## config.mk

```make
export PLATFORM = sky130hd
export DESIGN_NAME = spin_run_sequencer
export DESIGN_NICKNAME = d
export VERILOG_FILES = /design/src/rtl/spin_run_sequencer.sv
export SDC_FILE = /design/constraint.sdc
export NUM_CORES = 1
export LEC_CHECK = 0
export BUFFER_PORTS_ARGS = -buffer_cell sky130_fd_sc_hd__buf_2
export CAP_MARGIN = 20
export CORE_ASPECT_RATIO = 1.75
export CORE_UTILIZATION = 64
export DETAILED_ROUTE_END_ITERATION = 8
export PLACE_DENSITY = 0.86
export SLEW_MARGIN = 10
export SYNTH_ARGS = -nofsm -noshare
export SYNTH_HDL_FRONTEND = slang
export SYNTH_SLANG_ARGS = --single-unit
```

## constraint.sdc

```tcl
create_clock -name i_clk -period 6.2 [get_ports i_clk]
set_input_delay 0 -clock i_clk [delete_from_list [all_inputs] [get_ports i_clk]]
set_output_delay 0 -clock i_clk [all_outputs]
set_load 0.03 [all_outputs]
```

## src/rtl/spin_run_sequencer.sv

```systemverilog
// Sequences settle/anneal/readout runs then waits in final_run for the drain-complete pulse.
// Latency: busy one cycle after START edge; each run takes max(settle,1)+max(anneal,1)+1 cycles.
// Backpressure: SPIN_SEQ_PAUSE_EN adds seq_pause, which freezes SETTLE/ANNEAL; FINAL waits on readout_done.
module spin_run_sequencer #(
    parameter int MAX_ENTRIES = 200,
    parameter int ANNEAL_W    = 16
) (
    input  logic                i_clk,
    input  logic                i_rstn,
    input  logic                conf_sys_ctrl_reg_RESET,
    input  logic                conf_sys_ctrl_reg_START,
    input  logic [7:0]          conf_reg_total_run_count,
    input  logic [7:0]          conf_reg_total_rerun_count,
    input  logic [ANNEAL_W-1:0] conf_reg_anneal_cycles,
    input  logic [7:0]          conf_reg_settle_cycles,
`ifdef SPIN_SEQ_PAUSE_EN
    input  logic                seq_pause,
`endif
    input  logic                readout_done,
    output logic                config_dig_spin_CCII_ena,
    output logic                config_dig_spin_read_out_ena,
    output logic                final_run,
    output logic [7:0]          run_idx,
    output logic                rerun_active,
    output logic                busy,
    output logic                done
);

    typedef enum logic [2:0] {
        S_IDLE, S_SETTLE, S_ANNEAL, S_READOUT, S_FINAL, S_DONE
    } state_t;

    localparam logic [8:0] MAX_E = 9'(MAX_ENTRIES);

    state_t              state;
    logic                reset_q;
    logic                start_q;
    logic                rst_edge;
    logic                start_edge;
    logic                hold;
    logic [8:0]          sum_w;
    logic [7:0]          total_w;
    logic [7:0]          total_l;
    logic [7:0]          run_l;
    logic [ANNEAL_W-1:0] settle_last_l;
    logic [ANNEAL_W-1:0] anneal_last_l;
    logic [ANNEAL_W-1:0] cnt;

    assign rst_edge   = conf_sys_ctrl_reg_RESET & ~reset_q;
    assign start_edge = conf_sys_ctrl_reg_START & ~start_q;

`ifdef SPIN_SEQ_PAUSE_EN
    assign hold = seq_pause;
`else
    assign hold = 1'b0;
`endif

    // Sum is taken 9 bits wide so 255+255 cannot wrap below the clamp.
    assign sum_w   = {1'b0, conf_reg_total_run_count} + {1'b0, conf_reg_total_rerun_count};
    assign total_w = (sum_w > MAX_E) ? MAX_E[7:0] : sum_w[7:0];

    always_ff @(posedge i_clk or negedge i_rstn) begin
        if (!i_rstn) begin
            state                        <= S_IDLE;
            reset_q                      <= 1'b0;
            start_q                      <= 1'b0;
            total_l                      <= '0;
            run_l                        <= '0;
            settle_last_l                <= '0;
            anneal_last_l                <= '0;
            cnt                          <= '0;
            config_dig_spin_CCII_ena     <= 1'b0;
            config_dig_spin_read_out_ena <= 1'b0;
            final_run                    <= 1'b0;
            run_idx                      <= '0;
            rerun_active                 <= 1'b0;
            busy                         <= 1'b0;
            done                         <= 1'b0;
        end else begin
            reset_q <= conf_sys_ctrl_reg_RESET;
            start_q <= conf_sys_ctrl_reg_START;
            if (rst_edge) begin
                state                        <= S_IDLE;
                cnt                          <= '0;
                config_dig_spin_CCII_ena     <= 1'b0;
                config_dig_spin_read_out_ena <= 1'b0;
                final_run                    <= 1'b0;
                run_idx                      <= '0;
                rerun_active                 <= 1'b0;
                busy                         <= 1'b0;
                done                         <= 1'b0;
            end else begin
                case (state)
                    S_IDLE, S_DONE: begin
                        if (start_edge) begin
                            total_l       <= total_w;
                            run_l         <= conf_reg_total_run_count;
                            settle_last_l <= (conf_reg_settle_cycles == 8'd0) ? '0 :
                                             ANNEAL_W'(conf_reg_settle_cycles - 8'd1);
                            anneal_last_l <= (conf_reg_anneal_cycles == '0) ? '0 :
                                             conf_reg_anneal_cycles - ANNEAL_W'(1);
                            cnt           <= '0;
                            run_idx       <= '0;
                            if (total_w == 8'd0) begin
                                state        <= S_DONE;
                                done         <= 1'b1;
                                busy         <= 1'b0;
                                rerun_active <= 1'b0;
                            end else begin
                                state        <= S_SETTLE;
                                done         <= 1'b0;
                                busy         <= 1'b1;
                                rerun_active <= (conf_reg_total_run_count == 8'd0);
                            end
                        end
                    end
                    S_SETTLE: begin
                        if (!hold) begin
                            if (cnt == settle_last_l) begin
                                cnt                      <= '0;
                                state                    <= S_ANNEAL;
                                config_dig_spin_CCII_ena <= 1'b1;
                            end else begin
                                cnt <= cnt + ANNEAL_W'(1);
                            end
                        end
                    end
                    S_ANNEAL: begin
                        if (!hold) begin
                            if (cnt == anneal_last_l) begin
                                cnt                          <= '0;
                                state                        <= S_READOUT;
                                config_dig_spin_CCII_ena     <= 1'b0;
                                config_dig_spin_read_out_ena <= 1'b1;
                            end else begin
                                cnt <= cnt + ANNEAL_W'(1);
                            end
                        end
                    end
                    S_READOUT: begin
                        config_dig_spin_read_out_ena <= 1'b0;
                        if (run_idx == total_l - 8'd1) begin
                            state     <= S_FINAL;
                            final_run <= 1'b1;
                        end else begin
                            state        <= S_SETTLE;
                            run_idx      <= run_idx + 8'd1;
                            rerun_active <= (({1'b0, run_idx} + 9'd1) >= {1'b0, run_l});
                        end
                    end
                    S_FINAL: begin
                        if (readout_done) begin
                            state        <= S_DONE;
                            final_run    <= 1'b0;
                            done         <= 1'b1;
                            busy         <= 1'b0;
                            rerun_active <= 1'b0;
                        end
                    end
                    default: state <= S_IDLE;
                endcase
            end
        end
    end

endmodule

```

## Word level (Yosys, flattened, before mapping)

Index checks and enable logic that the tools add are counted.

- Flip-flop bits (word level): 83
- Output and inout port bits: 14

- Bitwise operators: 5
- Equal/unequal tests: 14
- Add/subtract/negate cells: 7
- Muxes and demuxes: 45
- Magnitude comparators: 2
- Reductions and logical operators: 22

Operators by type and width:

| cell | count |
|---|---|
| $mux W16 | 6 |
| $pmux W16 S3 | 1 |
| $eq A16 B16 Y1 | 2 |
| $mux W8 | 4 |
| $logic_not A8 Y1 | 3 |
| $mux W3 | 7 |
| $mux W1 | 19 |
| $ne A3 B3 Y1 const B | 6 |
| $add A16 B1 Y16 const B | 1 |
| $logic_not A16 Y1 | 1 |
| $pmux W8 S2 | 1 |
| $sub A16 B1 Y16 const B | 1 |
| $pmux W3 S5 | 1 |
| $reduce_and A3 Y1 | 5 |
| $reduce_bool A3 Y1 | 5 |
| $pmux W1 S2 | 5 |
| $add A8 B1 Y9 const B | 1 |
| $add A8 B8 Y9 | 1 |
| $ge A9 B8 Y1 | 1 |
| $gt A9 B8 Y1 const B | 1 |
| $sub A8 B1 Y9 const B | 1 |
| $add A8 B1 Y8 const B | 1 |
| $eq A8 B8 Y1 | 1 |
| $reduce_and A4 Y1 | 2 |
| 11 further kinds | 18 |

## Depth between registers and ports, before layout

- Depth in word-level cells: 8
- Depth in mapped cells: 11
- Mapped depth without buffers: 10

## Worst setup path after synthesis

OpenSTA, ideal clock, no wires.

- Path kind: flip-flop to flip-flop
- From: reg total_l[2]
- To: reg run_idx[2]
- Library setup time: 0.066 ns
- Data arrival time: 2.247 ns
- Slack: 3.888 ns
- Stages on the path, launching flop included: 8
- Cells stage by stage: dfrtp_1 -> or4_1 -> or3_1 -> a21oi_1 -> o21ai_1 -> or4_4 -> o311ai_2 -> a22o_1

- Cells in the longest elaborated chain, start to end: 4

RTL lines:

| what | RTL line | text |
|---|---|---|
| from (decl) | 43 | `logic [7:0] total_l;` |
| from (signal assigned) | 96 | `total_l <= total_w;` |
| $sub A8 B1 Y8 | 142 | `if (run_idx == total_l - 8'd1) begin` |
| $eq A8 B8 Y1 | 142 |  |
| $ne A3 B3 Y1 (no source line) | n/a |  |
| $reduce_and A3 Y1 (no source line) | n/a |  |
| to (signal assigned) | 147 | `run_idx <= run_idx + 8'd1;` |
| to (decl) | 23 | `output logic [7:0] run_idx,` |

Every way passes these cells.
A chain may end at the register's enable or synchronous reset.

## Final worst setup path

- From: in conf_reg_total_run_count[0]
- To: reg state[2]

- Cells in the longest elaborated chain, start to end: 8

RTL lines:

| what | RTL line | text |
|---|---|---|
| from (decl) | 12 | `input logic [7:0] conf_reg_total_run_count,` |
| $add A8 B8 Y9 (*) | 59 | `assign sum_w = {1'b0, conf_reg_total_run_count} + {1'b0, conf_reg_total_rerun_count};` |
| $gt A9 B8 Y1 | 60 | `assign total_w = (sum_w > MAX_E) ? MAX_E[7:0] : sum_w[7:0];` |
| $mux W8 (*) | 60 |  |
| $logic_not A8 Y1 (*) | 104 | `if (total_w == 8'd0) begin` |
| $mux W3 (*) | 104 |  |
| $mux W3 (*) | 95 | `if (start_edge) begin` |
| $pmux W3 S5 (*) | 93 | `case (state)` |
| $mux W3 (*) | 82 | `if (rst_edge) begin` |
| to (signal assigned) | 83 | `state <= S_IDLE;` |
| to (signal assigned) | 105 | `state <= S_DONE;` |
| to (signal assigned) | 110 | `state <= S_SETTLE;` |
| to (decl) | 35 | `state_t state;` |

Every way passes the cells marked *; elsewhere a longest branch is shown, timed or not. The select of a mux whose other input is x is not followed.

==> results.yml <==
status:
  status: "finished with violations"
  failed_checks: "hold timing"
pwr:
  power_density_nw_per_um2: 361
  vdd_ir_drop_max_mv: 0.238
  p_leak_nw: 2.55
final_layout:
  n_antenna_cell: 0
  fillers: 519
  area_growth_syn_to_layout_pct: 16.8
  post_route_cells_drive_above_1_share: 0.132
  seq_area_um2: 1900
  final_common_cell: "dfrtp_1"
  multi_input_area_um2: 2910
  mostFrequentLayoutCells: "dfrtp_1, nand2_1, buf_2"
  fin_util: 0.771
  fin_nets: 713
drt:
  via_per_inst: 6.37
  antenna_left: 0
  wl_per_cell_um: 17.8
  drc_errors: 0
  drt_pass1_iterations: 6
  vias: 4700
  wl_mm: 13.1
  drtIter0Drc: 339
synthesis:
  yosysUniqueCellTypes: 56
  synth-seq-area-share: 0.381
  yosys.area.top_type: "dfrtp_1"
  avgSynthCellArea_um2: 8.65
  yosys_warnings: 0
  synthArstFlopShare: 1.00
  syn_inst: 578
  ys_top_cells_by_area: "dfrtp_1, xnor2_1, ha_1"
  syn_nets: 645
  synth_edf_count: 0
  synth_area_um2: 5000
  synth_flop_cell: "dfrtp_1"
  synth-seq-cells: 76
  synth_top_area_frac: 0.381
sta:
  clock_skew_ns: 0.00372
  setup_viol: 0
  slew_headroom: 0.247
  rsz0062_at_grt: "no"
  hold_viol_final: 1
  period_needed_ns: 3.04
  setup-tns-final_ns: 0
  holdWs_ns: -0.00407
  slew_viol_final: 0
  fmax_mhz: 329
  worstMarginPinSlew_ns: 1.12
  period_share: 0.490
job:
  maxCapViolCount: 0
worst_hold_path:
  hold_end: "anneal_last_l[12]"
  hold_start: "conf_reg_anneal_cycles[12]"
  whs_path_depth: 3
  min_path_type: "in2reg"
grt:
  grt_pass1_vias: 4739
  antenna_found_initial: 0
  grt_first_pass_wirelength_mm: 21.8
  grt_overflow: 0
  grt_max_degree: 77
  gr-usage-all-layers: 0.363
critical_path:
  cpPeakStageDelay_ns: 0.53
  worstPathBufferInverterCount: 2
  reg2reg_from: "run_idx[2]"
  cp-start-kind: "input pin"
  crit_chain: "dlygate4sd3_1, buf_2, ha_1, fa_1, a211oi_1, o21ai_0, mux2i_1, nor3_1, nand3_1, a311oi_1, o31a_1"
  cp_slowest_cell: "dlygate4sd3_1"
  cp.required_ns: 6.48
  critical-path-top-delay-family: "compound AO/OA/AOI/OAI gates"
  crit_type: "in2reg"
  cp-startpoint: "conf_reg_total_run_count[0]"
  reg2reg_slack_ns: 3.53
  critical_path.max_fanout: 5
  rr_worst_depth: 9
  r2r_end: "rerun_active"
  end_kind: "register"
  cp.arrival_ns: 3.32
floorplan:
  die_h_um: 119
  design.die.area_um2: 8180
  core_area_um2: 7570
  num_rows: 42
  die_w_um: 68.8
  ioPinCount: 59
  start_util: 0.660
clock_network:
  cts_root_buf: "clkbuf_16"
  cts.sinks: 76
  htreeDepth: 3
  cts_setup_buffers: 0
  cts.path.max_buffers: 2
  numCtsBuffers: 9
  clk_pin_slew_ns: 0.06
  insertion_delay_ns: 0.34
  tritoncts: "done"
placed_design:
  dp.final_hpwl_mm: 9.31
  port_buffers: 58
  globalplace.congestion: 0.893
## through the flow
step | instance area (µm²) | instances | hold WS, ns | total power, mW | setup WS (ns)
2_1_floorplan | 5000 | 578 | -0.296 | 1.36 | 3.89
3_3_place_gp | 5320 | 700 | 0.134 | 1.54 | 3.55
3_5_place_dp | 5320 | 700 | 0.139 | 1.57 | 3.44
4_1_cts | 5820 | 736 | 0.00243 | 2.09 | 3.21
5_1_grt | 5840 | 738 | 0.0155 | 2.24 | 2.96
6_report | 5840 | 738 | -0.00407 | 2.11 | 3.16
## flip-flops by register name, indices dropped and copies added (netlist names)
| register | count |
|---|---|
| cnt | 16 |
| total_l | 8 |
| busy | 1 |
| start_q | 1 |
| run_idx | 8 |
| done | 1 |
| anneal_last_l | 16 |
| config_dig_spin_CCII_ena | 1 |
| state | 3 |
| final_run | 1 |
| config_dig_spin_read_out_ena | 1 |
| settle_last_l | 9 |
| rerun_active | 1 |
| reset_q | 1 |
| run_l | 8 |
## kinds of logic (layout without fill, tap and decap cells)
logic type | count (synthesis) | in the layout | synth area share
adders and majority gates | 22 | 22 | 0.0566
buffers and inverters | 51 | 123 | 0.0391
muxes | 7 | 7 | 0.0145
AOI/OAI and AO/OA | 153 | 153 | 0.198
DFF | 76 | 76 | 0.381
xor gates and xnor gates | 60 | 60 | 0.105
and+or+nand+nor | 209 | 209 | 0.207
## layout make-up
type,instances,share of cell area
clock buffer,14,0.0487
clock inverter,1,0.000858
inverter,24,0.0154
multi-input combinational,451,0.498
sequential,76,0.326
tap,88,0.0189
timing repair buffer,84,0.0922
## worst max path at each step
stage / endpoint / slack (ns) / depth (start not counted)
floorplan: run_idx[2] / 3.89 / 7
global placement: anneal_last_l[3] / 3.55 / 9
detailed placement: cnt[15] / 3.44 / 7
CTS: anneal_last_l[3] / 3.21 / 10
global route: state[2] / 2.96 / 11
finish: state[2] / 3.16 / 11
## worst register-to-register path: stages, from the launching register on
cell and delay (ns):
dfrtp_1 0.53, and3_1 0.23, nand3_1 0.10, xnor2_1 0.46, ha_1 0.35, a211oi_1 0.24, o21ai_0 0.13, a21oi_1 0.24
o2bb2ai_1 0.10, a22o_1 0.19
## power by group
group	switching, mW	internal (mW)
Clock	0.192	0.312
Combinational	0.435	0.347
Sequential	0.168	0.651
Total	0.795	1.31
## cell usage after synthesis (2+ instances only)
library cell  count
a211o_1           2
a211oi_1         10
a21o_1            5
a21oi_1          33
a22o_1           17
a311oi_1          3
a31oi_1           9
and2_1            7
and3_1            3
and4_1            3
buf_2             3
clkbuf_1         24
dfrtp_1          76
ha_1             21
inv_1            23
mux2_2            2
mux2i_1           5
nand2_1          65
nand2b_1          9
nand3_1          17
nand3b_1          2
nand4_1          12
nor2_1           39
nor2b_1           4
nor3_1           19
nor3b_1           3
nor4_1           11
o21a_1            4
o21ai_0          48
o22ai_1           3
o2bb2ai_1         2
o31ai_1           5
or3_1             6
or4_1             3
xnor2_1          49
xor2_1           11
## routing by layer
metal / GRT usage / up-vias / part of all wire
met3: 0.130 / 67 / 0.057
li1: - / 2208 / -
met5: 0 / - / 0
met1: 0.353 / 2220 / 0.35
met2: 0.600 / 205 / 0.53
met4: 0.260 / 0 / 0.061
## repair_timing
action	in CTS	in global routing
resized for setup	0	0
endpoints found under the hold margin	96	0
hold buffers	21	0
No activity file was read; power rests on OpenSTA's default activity.
